--- src/rtl/io_responder.sv ---
`default_nettype none
// ============================================================================
//  Module   : io_responder
//  Brief    : Memory-mapped I/O device for the single-cycle MIPS core.
//             Provides an LED register, a debounced switch port, a countdown
//             timer and a status/interrupt-enable register. Reads are a
//             purely combinational mux; writes land on the rising edge.
//  Revision : 1.0  initial release
// ============================================================================
module io_responder #(
   parameter int LED_WIDTH       = 8,
   parameter int SW_WIDTH        = 8,
   parameter int DEBOUNCE_CYCLES = 16,
   parameter int TIMER_WIDTH     = 32
) (
   input  logic                 CLK,
   input  logic                 RESET,
   input  logic                 IOWriteEn,
   input  logic [3:0]           IOAddr,
   input  logic [31:0]          IOWriteData,
   output logic [31:0]          IOReadData,
   input  logic [SW_WIDTH-1:0]  SW,
   output logic [LED_WIDTH-1:0] LED,
   output logic                 IRQ
);

   localparam int DEB_W = (DEBOUNCE_CYCLES > 2) ? $clog2(DEBOUNCE_CYCLES) : 1;
   localparam logic [DEB_W-1:0] DEB_LAST = DEB_W'(DEBOUNCE_CYCLES - 1);

   localparam logic [1:0] REG_LED    = 2'd0;
   localparam logic [1:0] REG_SWITCH = 2'd1;
   localparam logic [1:0] REG_TIMER  = 2'd2;
   localparam logic [1:0] REG_STATUS = 2'd3;

   logic [LED_WIDTH-1:0]   led_reg;
   logic [SW_WIDTH-1:0]    sw_meta;
   logic [SW_WIDTH-1:0]    sw_sync;
   logic [SW_WIDTH-1:0]    sw_prev;
   logic [SW_WIDTH-1:0]    sw_stable;
   logic [DEB_W-1:0]       deb_cnt;
   logic [TIMER_WIDTH-1:0] count;
   logic                   done;
   logic                   swchg;
   logic [1:0]             ie;
   logic                   irq_reg;

   logic                   wr_led;
   logic                   wr_timer;
   logic                   wr_status;
   logic                   sw_accept;
   logic                   timer_expire;
   logic                   unused_bits;

   // Byte offset bits and upper write-data bits are don't-cares for this device.
   assign unused_bits = &{1'b0, IOAddr[1:0], IOWriteData};

   assign wr_led    = IOWriteEn && (IOAddr[3:2] == REG_LED);
   assign wr_timer  = IOWriteEn && (IOAddr[3:2] == REG_TIMER);
   assign wr_status = IOWriteEn && (IOAddr[3:2] == REG_STATUS);

   // A new switch value is accepted once it has been stable long enough and differs.
   assign sw_accept = (sw_sync != sw_stable) && (sw_sync == sw_prev) && (deb_cnt == DEB_LAST);

   // Expiry only on a genuine 1->0 decrement; a reload in the same cycle overrides it.
   assign timer_expire = !wr_timer && (count == TIMER_WIDTH'(1));

   // LED register write.
   always_ff @(posedge CLK) begin
      if (!RESET) begin
         led_reg <= '0;
      end else if (wr_led) begin
         led_reg <= IOWriteData[LED_WIDTH-1:0];
      end
   end

   // Two-flop synchroniser followed by a stability counter on the switch port.
   always_ff @(posedge CLK) begin
      if (!RESET) begin
         sw_meta   <= '0;
         sw_sync   <= '0;
         sw_prev   <= '0;
         sw_stable <= '0;
         deb_cnt   <= '0;
      end else begin
         sw_meta <= SW;
         sw_sync <= sw_meta;
         sw_prev <= sw_sync;
         if ((sw_sync == sw_stable) || (sw_sync != sw_prev)) begin
            deb_cnt <= '0;
         end else if (deb_cnt == DEB_LAST) begin
            sw_stable <= sw_sync;
            deb_cnt   <= '0;
         end else begin
            deb_cnt <= deb_cnt + 1'b1;
         end
      end
   end

   // Countdown timer: a load takes priority over the decrement, and it stops at zero.
   always_ff @(posedge CLK) begin
      if (!RESET) begin
         count <= '0;
      end else if (wr_timer) begin
         count <= IOWriteData[TIMER_WIDTH-1:0];
      end else if (count != '0) begin
         count <= count - 1'b1;
      end
   end

   // Status flags (set beats write-1-to-clear), interrupt enables and registered IRQ.
   always_ff @(posedge CLK) begin
      if (!RESET) begin
         done    <= 1'b0;
         swchg   <= 1'b0;
         ie      <= 2'b00;
         irq_reg <= 1'b0;
      end else begin
         done    <= timer_expire | (done  & ~(wr_status & IOWriteData[0]));
         swchg   <= sw_accept    | (swchg & ~(wr_status & IOWriteData[1]));
         if (wr_status) begin
            ie <= IOWriteData[9:8];
         end
         irq_reg <= |({swchg, done} & ie);
      end
   end

   // Read mux: side-effect free, unused bits zero.
   always_comb begin
      IOReadData = '0;
      case (IOAddr[3:2])
         REG_LED:    IOReadData = 32'(led_reg);
         REG_SWITCH: IOReadData = 32'(sw_stable);
         REG_TIMER:  IOReadData = 32'(count);
         REG_STATUS: IOReadData = {22'd0, ie, 6'd0, swchg, done};
         default:    IOReadData = '0;
      endcase
   end

   assign LED = led_reg;
   assign IRQ = irq_reg;

endmodule
`default_nettype wire
--- config.mk ---
export PLATFORM = sky130hd
export DESIGN_NAME = io_responder
export DESIGN_NICKNAME = d
export VERILOG_FILES = /design/src/rtl/io_responder.sv
export SDC_FILE = /design/constraint.sdc
export NUM_CORES = 1
export LEC_CHECK = 0
export CORE_MARGIN = 4
export CORE_UTILIZATION = 45
export CTS_CLUSTER_SIZE = 10
export DETAILED_ROUTE_END_ITERATION = 7
export MAX_ROUTING_LAYER = met4
export PLACE_DENSITY = 0.8
export SETUP_SLACK_MARGIN = 0.1
export SYNTH_ARGS = -nofsm -noshare
export SYNTH_HDL_FRONTEND = slang
export SYNTH_SLANG_ARGS = --single-unit
--- constraint.sdc ---
create_clock -name CLK -period 2.5 [get_ports CLK]
set_clock_uncertainty 0.2 [all_clocks]
set_input_delay 0.375 -clock CLK [delete_from_list [all_inputs] [get_ports CLK]]
set_output_delay 0.375 -clock CLK [all_outputs]
set_load 0.005 [all_outputs]
; Word level (Yosys, flattened, before mapping)
; Index checks and enable logic that the tools add are counted.
[classes]
add_sub_neg = 2
eq_ne = 9
muxes = 3
n_bitwise = 11
reduce_logical = 14
[op_table]
columns = cell, n
row1 = one-hot mux 32 bit (4 select lines), 1
row2 = 2-to-1 mux 32 bit, 2
row3 = == test 32 x 1 -> 1 bit (second input constant), 1
row4 = nonzero test 32 bit, 1
row5 = subtractor 32 x 1 -> 32 bit (second input constant), 1
row6 = == test 8 bit, 2
row7 = inequality test 8 bit, 2
row8 = logical AND 1 bit, 6
row9 = adder 4 x 1 -> 4 bit (second input constant), 1
row10 = AND 1 bit, 4
row11 = == test 2 bit (second input constant), 2
row12 = == test 4 bit (second input constant), 1
row13 = inverter 1 bit, 4
row14 = OR reduction 3 bit, 1
row15 = AND 2 bit, 1
row16 = == test 2 x 1 -> 1 bit (second input constant), 1
row17 = zero test 2 bit, 1
row18 = OR 1 bit, 2
row19 = AND reduction 2 bit, 1
row20 = nonzero test 2 bit, 1
row21 = OR reduction 2 bit, 1
row22 = zero test 1 bit, 1
row23 = logical OR 1 bit, 1
[word_totals]
ff_bits = 81
input_bits = 47
out_inout_bits = 41

; Logic depth before layout (Yosys ltp)
; Gate-level depths: netlist of the first run.
[logic_depth]
word_depth = 6
ltp_mapped = 8

; Worst setup path before layout of the first run
; No wires, ideal clock.
[synth_path]
path_kind = register to register
from = reg count[0]
to = reg count[18]
setup_ns = 0.086
t_arrival_ns = 1.835
path_slack_ns = 0.380
stages_incl_launch_ff = 8
period_less_slack_ns = 2.120
cell_sequence = dfxtp_1 inv_1 ha_1 nor3b_1 nand4_1 nor4b_1 xnor2_1 a211oi_1
[synth_via]
elab_chain_cells = 3
word_cells_on_any_way = 5
cone_classes = add/sub: 1 / mux: 2 / reduce/logical: 2
[synth_rtl]
columns = element, line_no
row1 = "start, declared", 41  ; logic [TIMER_WIDTH-1:0] count;
row2 = "start signal, assigned", 104  ; count <= IOWriteData[TIMER_WIDTH-1:0];
row3 = "start signal, assigned", 106  ; count <= count - 1'b1;
row4 = subtractor 32 x 1 -> 32 bit, 106
row5 = 2-to-1 mux 32 bit, 105  ; end else if (count != '0) begin
row6 = 2-to-1 mux 32 bit, 103  ; end else if (wr_timer) begin
; Several ways; a longest one is shown, not always the timed one. The select of a mux whose other input is x is not followed.
; A chain may end at the register's enable or synchronous reset.

; Final worst setup path of the first run
[layout_path]
from = in IOAddr[2]
to = out IOReadData[22]
[layout_via]
elab_chain_cells = 2
word_cells_on_any_way = 5
cone_classes = eq/ne: 3 / mux: 1 / reduce/logical: 1
[layout_rtl]
columns = element, line_no
row1 = "start, declared", 19  ; input logic [3:0] IOAddr,
row2 = == test 2 bit (tied with other cells), 130  ; case (IOAddr[3:2])
row3 = one-hot mux 32 bit (4 select lines) *, 130
row4 = "end, declared", 21  ; output logic [31:0] IOReadData,
; Mark *: on every way between the ends. The rest lies on a longest branch, timed or not.

==> results of run 1 <==
[metal layers]
| layer | part of all wire | vias to the layer above | global-route usage |
|---|---|---|---|
| li1 | - | 1735 | - |
| met1 | 0.41 | 1647 | 0.241 |
| met2 | 0.51 | 117 | 0.368 |
| met3 | 0.065 | 19 | 0.0440 |
| met4 | 0.013 | 0 | 0.0558 |
| met5 | 0 | - | - |
[layout make-up]
| cell class | count | area, sq um | share of cell area |
|---|---|---|---|
| Multi-Input combinational cell | 326 | 2320 | 0.430 |
| Sequential cell | 81 | 1620 | 0.300 |
| Timing Repair Buffer | 112 | 1090 | 0.203 |
| Clock buffer | 10 | 138 | 0.0255 |
| Tap cell | 108 | 135 | 0.0250 |
| Clock inverter | 6 | 73.8 | 0.0137 |
| Inverter | 5 | 18.8 | 0.00347 |
[logic make-up after synthesis]
logic type / synth area share
AND/OR/NAND/NOR: 0.288
XOR/XNOR: 0.0991
adder cells (fa/ha/maj): 0.00923
flip-flops: 0.399
multiplexers: 0.0778
buffers and inverters: 0.0382
AO/OA/AOI/OAI: 0.0892
[timing repair]
item,4_1_cts,5_1_grt
setup endpoints to repair,32,32
setup buffers,0,1
pin swaps,0,1
cloned,1,0
gates resized for setup,6,5
[placed cells by master, fill, tap and decap left out, drive strengths merged, types with 13 or more instances in the layout]
cell type / netlist / final
a211oi: 21 / 21
buf: 12 / 27
dfxtp: 81 / 81
clkdlybuf4s50: 0 / 81
nor3: 13 / 13
nor4: 15 / 15
xor2: 15 / 15
and2: 46 / 46
nand2: 21 / 21
mux2i: 26 / 26
nand3: 13 / 13
xnor2: 31 / 31
nor2: 58 / 58
[power breakdown]
group	leakage (nW)	switching, W	internal (W)
clock	0.107	0.000495	0.000501
combinational	1.26	0.000610	0.000628
sequential	0.663	0.000204	0.00142
[state kept, by name (all words and copies together), names as in the netlist]
name and flops:
sw_meta 8, count 32, done 1, sw_sync 8, sw_stable 8, IRQ 1
deb_cnt 4, ie 2, LED 8, swchg 1, sw_prev 8
[worst min path at each step]
stage	from	end	cells after the start
floorplan	sw_meta[0]	sw_sync[0]	1
global placement	sw_meta[5]	sw_sync[5]	1
detailed placement	sw_meta[5]	sw_sync[5]	1
CTS	sw_meta[5]	sw_sync[5]	1
global route	sw_meta[4]	sw_sync[4]	1
finish	sw_meta[5]	sw_sync[5]	1
[metrics by stage]
| step | utilization | total power [W] | setup slack [ns] |
|---|---|---|---|
| after floorplan | - | 0.00244 | 0.380 |
| after global placement | 0.585 | 0.00281 | -0.156 |
| after detailed placement | 0.585 | 0.00285 | -0.179 |
| after CTS | 0.613 | 0.00384 | 0.131 |
| after global routing | 0.617 | 0.00406 | 0.0746 |
| final | 0.617 | 0.00385 | 0.170 |
[worst max-delay path: stages]
cell	delay, ns
dlygate4sd2_1	0.31
nor2b_4	0.20
buf_12	0.13
buf_16	0.12
and2_1	0.12
clkdlybuf4s50_1	0.49
==> results.py, run 1 <==
metrics = {
    "critical_path": {
        "crit_path_end_kind": "output port",
        "reg2reg_slack_ns": 0.19,
        "startpoint_type": "input port",
        "cp-startpoint": "IOAddr[2]",
        "r2r_end": "done",
        "reg2regPathDepth": 5,
        "arrival_ns": 1.76,
        "crit_end": "IOReadData[22]",
        "r2r_start": "count[24]",
        "worst-setup-path-type": "in2out",
        "path_max_fanout": 16,
        "cp.required_ns": 1.92,
    },
    "final_layout": {
        "antenna_cells": 0,
        "final_cells": 648,
        "fillCellCount": 740,
        "drive_gt1_frac": 0.143,
        "fin_area_sq_mm": 0.00541,
        "syn_to_final_growth_pct": 32.9,
        "nets": 585,
    },
    "floorplan": {
        "initial_core_util": 0.464,
        "die_area_sq_mm": 0.0106,
        "rows": 34,
        "core_area_sq_mm": 0.00876,
        "die_h_um": 103,
        "io-pin-count": 88,
        "die_w_um": 103,
    },
    "logic_synthesis": {
        "synth_cells": 438,
        "synthFlopType": "dfxtp_1",
        "synth_fp_nets": 488,
        "ys_seq_elements": 81,
        "yosysTopAreaCell": "dfxtp_1",
        "synth_edf_count": 0,
        "avgSynthCellArea_sq_um": 9.28,
        "synth.top_cell.area_share": 0.399,
        "yosysWarnings": 0,
        "synth_cell_types": 52,
        "yosys-top-cells-count": "dfxtp_1 (81), nor2_1 (58), and2_1 (45)",
        "async_flop_share": 0,
        "synth_area_leaders": "dfxtp_1 (40%), and2_1 (6.9%), xnor2_1 (6.7%)",
        "netlist_area_sq_mm": 0.00407,
        "synth.most_common_cell": "dfxtp_1",
        "ys_seq_area_frac": 0.399,
    },
    "power": {
        "leakagePower_nw": 2.03,
        "ir_drop_v": 0.000586,
        "powerDensity_mw_per_mm2": 713,
    },
    "timing": {
        "finalCritPeriodShare": 0.932,
        "min_period_ns": 2.33,
        "slew_headroom": 0.589,
        "holdWs_ns": 0.239,
        "tns_ns": 0,
        "tightest_slew_ns": 0.611,
        "max_freq_mhz": 429,
        "setup_viol": 0,
        "finalMaxSlewViolations": 0,
        "rsz0062_at_grt": "true",
        "hold_viol": 0,
    },
    "drt": {
        "wl_um": 10300,
        "viasPerCell": 5.43,
        "wl_per_cell_um": 16.0,
        "postRouteAntennaNets": 0,
        "dr_total_vias": 3518,
        "first_pass_iters": 4,
        "drt_iter0_drc": 134,
        "drc": 0,
    },
    "clocking": {
        "clk_latency_ns": 0.35,
        "ctsHoldBuffers": 0,
        "cts.path.max_buffers": 2,
        "htreeDepth": 3,
        "cts.sinks": 81,
        "cts_buffers": 9,
        "clock-root-buffer": "clkbuf_8",
        "clk_pin_slew_ns": 0.09,
        "cts_tree": "built",
    },
    "status": {
        "status": "complete, no violations",
    },
    "placed_design": {
        "io_buffers": 85,
        "place_area_sq_mm": 0.00512,
        "hpwl_um": 7700,
        "dp.cells": 630,
        "gp_congestion": 0.929,
    },
    "global_route": {
        "antenna_found_initial": 0,
        "grt_pass1_vias": 3595,
        "grt_usage": 0.209,
        "grt_overflow": 0,
        "grt_first_pass_wirelength_um": 17100,
        "grt_max_degree": 29,
    },
    "worst_hold_path": {
        "hp-class": "reg2reg",
    },
    "run": {
        "cap_viol_max_count": 0,
    },
}
(Power assumes the default switching activity.)
==> run 2: changes to the inputs <==
--- a/config.mk
+++ b/config.mk
@@ -7,6 +7,7 @@
 export LEC_CHECK = 0
 export CORE_MARGIN = 4
 export CORE_UTILIZATION = 45
+export CTS_CLUSTER_DIAMETER = 80
 export CTS_CLUSTER_SIZE = 10
 export DETAILED_ROUTE_END_ITERATION = 7
 export MAX_ROUTING_LAYER = met4
@@ -15,3 +16,4 @@
 export SYNTH_ARGS = -nofsm -noshare
 export SYNTH_HDL_FRONTEND = slang
 export SYNTH_SLANG_ARGS = --single-unit
+export TNS_END_PERCENT = 10
==> run 2 against run 1 <==
Non-clock buffer count decreased by 2. Final cell count down 0.31%. Register-to-register slack is essentially flat. Count of clock-buffer cells in the layout unchanged. Combinational power barely moved. Largest power group unchanged. Critical endpoint is now IOReadData[7]. Die area is the same. First-iteration DRC count down 19%. Maximum frequency decreased by 0.39%. Setup slack got worse by 0.0092 ns. Cell area is 1.1% lower.
==> results.py, run 2 (synthesis gave the netlist of run 1 again) <==
metrics = {
    "status": {
        "status": "complete, no violations",
    },
    "floorplan": {
        "rows": 34,
        "die_w_um": 103,
        "io-pin-count": 88,
        "die_area_sq_mm": 0.0106,
        "core_area_sq_mm": 0.00876,
        "die_h_um": 103,
        "initial_core_util": 0.464,
    },
    "critical_path": {
        "cp.required_ns": 1.92,
        "arrival_ns": 1.76,
        "path_max_fanout": 32,
        "crit_chain": "dlygate4sd2_1, nor2b_2, buf_12, nand2_1, o21ai_0, clkdlybuf4s50_1",
        "startpoint_type": "input port",
        "crit_slowest_cell": "clkdlybuf4s50_1",
        "critPathBufInv": 3,
        "critPathTopFamily": "buffers and inverters",
        "crit_path_end_kind": "output port",
        "cp_slowest_stage_delay_ns": 0.54,
        "worst-setup-path-type": "in2out",
    },
    "clocking": {
        "cts.path.max_buffers": 2,
        "clock-root-buffer": "clkbuf_8",
        "cts_buffers": 9,
        "cts.sinks": 81,
        "clk_pin_slew_ns": 0.09,
        "htreeDepth": 3,
        "cts_tree": "built",
        "clk_latency_ns": 0.34,
    },
    "power": {
        "combinationalPowerShare": 0.318,
        "p_int_w": 0.00254,
        "p_sw_frac": 0.338,
        "pwr-share-clk": 0.260,
        "leakagePower_nw": 2.01,
        "p_switching_w": 0.00129,
        "powerDensity_mw_per_mm2": 716,
        "p_seq_frac": 0.423,
        "ir_drop_v": 0.000585,
    },
    "drt": {
        "drc": 0,
        "viasPerCell": 5.37,
        "wl_per_cell_um": 15.6,
        "drt_iter0_drc": 109,
        "first_pass_iters": 4,
        "dr_total_vias": 3471,
        "postRouteAntennaNets": 0,
        "wl_um": 10100,
    },
    "global_route": {
        "grt_overflow": 0,
        "antenna_found_initial": 0,
        "grt_pass1_vias": 3540,
        "grt_usage": 0.204,
        "grt_first_pass_wirelength_um": 16800,
        "grt_max_degree": 33,
    },
    "timing": {
        "tightest_slew_ns": 0.607,
        "hold_viol": 0,
        "slew_headroom": 0.592,
        "finalCritPeriodShare": 0.936,
        "min_period_ns": 2.34,
        "rsz0062_at_grt": "true",
        "tns_ns": 0,
        "finalMaxSlewViolations": 0,
        "max_freq_mhz": 427,
        "setup_viol": 0,
    },
    "final_layout": {
        "fillCellCount": 756,
        "largest_reg_flops": 32,
        "final_cells": 646,
        "syn_to_final_growth_pct": 31.4,
        "regMostFlops": "count",
        "antenna_cells": 0,
        "layout_common_cells": "dfxtp_1 (81), clkdlybuf4s50_1 (80), nor2_1 (58)",
        "final_common_cell": "dfxtp_1",
        "drive_gt1_frac": 0.138,
        "nets": 583,
    },
    "placed_design": {
        "hpwl_um": 7700,
        "dp.cells": 630,
        "gp_congestion": 0.929,
        "io_buffers": 85,
    },
    "worst_hold_path": {
        "hp-class": "reg2reg",
    },
    "run": {
        "cap_viol_max_count": 0,
    },
}
-- run 2: cell count changes in the layout (fill, tap and decap cells not counted), sizes merged --
cell           previous run  this run
buf                      27        25
clkdlybuf4s15             1         0
clkdlybuf4s50            81        80
dlygate4sd2               3         5
-- run 2: power by group through the flow --
stage	sequential [W]	combinational [W]	clock, W
3_3_place_gp	0.00163	0.00117	0
4_1_cts	0.00161	0.00121	0.00101
5_1_grt	0.00164	0.00133	0.00107
2_1_floorplan	0.00158	0.000864	0
3_5_place_dp	0.00164	0.00120	0
6_report	0.00162	0.00122	0.000995
-- run 2: final timing paths --
path,slack (ns),from,end,depth (start not counted)
worst max register to register,0.18,count[24],done,5
worst min-delay path,0.24,sw_meta[5],sw_sync[5],1
worst min register to register,0.24,sw_meta[5],sw_sync[5],1
worst max-delay path,0.16,IOAddr[3],IOReadData[7],6
-- run 2: worst register-to-register path, delay by kind of cell (launching register included) --
kind	cells	cell delay, ns
flops	1	0.38
compound gates	1	0.16
simple gates	4	1.53
-- run 2: stage by stage --
stage | cell area, sq um | setup slack (ns) | total power, W | util | hold WS (ns)
final | 5350 | 0.161 | 0.00383 | 0.610 | 0.239
after global routing | 5350 | 0.0403 | 0.00404 | 0.610 | 0.264
after CTS | 5330 | 0.166 | 0.00383 | 0.609 | 0.241
after detailed placement | 5120 | -0.179 | 0.00285 | 0.585 | 0.219
after global placement | 5120 | -0.156 | 0.00281 | 0.585 | 0.214
after floorplan | 4070 | 0.380 | 0.00244 | - | 0.212
-- run 2: per-layer routing --
metal  wire length (um)  part of all wire  up-vias  GRT usage
met2               5130              0.51      103      0.361
met3                591             0.059       15     0.0447
met1               4250              0.42     1619      0.234
met5                  0                 0        -          -
met4                 99            0.0098        0     0.0498
li1                   -                 -     1734          -
-- run 2: area by class of cell --
| class | count | area (sq um) | area share |
|---|---|---|---|
| tap | 108 | 135 | 0.0253 |
| timing repair buffer | 110 | 1040 | 0.195 |
| multi-input combinational | 326 | 2310 | 0.433 |
| inverter | 5 | 18.8 | 0.00351 |
| sequential | 81 | 1620 | 0.303 |
| clock inverter | 6 | 73.8 | 0.0138 |
| clock buffer | 10 | 138 | 0.0257 |
-- run 2: what timing repair did --
item                       4_1_cts  5_1_grt
setup endpoints to repair       32       19
hold buffers                     0        0
buffers inserted                 0        0
gates cloned                     0        0
resized for setup                6        2
==> run 3: changes to the inputs <==
--- a/config.mk
+++ b/config.mk
@@ -10,6 +10,7 @@
 export CTS_CLUSTER_DIAMETER = 80
 export CTS_CLUSTER_SIZE = 10
 export DETAILED_ROUTE_END_ITERATION = 7
+export GPL_ROUTABILITY_DRIVEN = 0
 export MAX_ROUTING_LAYER = met4
 export PLACE_DENSITY = 0.8
 export SETUP_SLACK_MARGIN = 0.1
==> results of run 3 <==
Same layout as run 2: the final DEF is identical, and so are final timing and power.
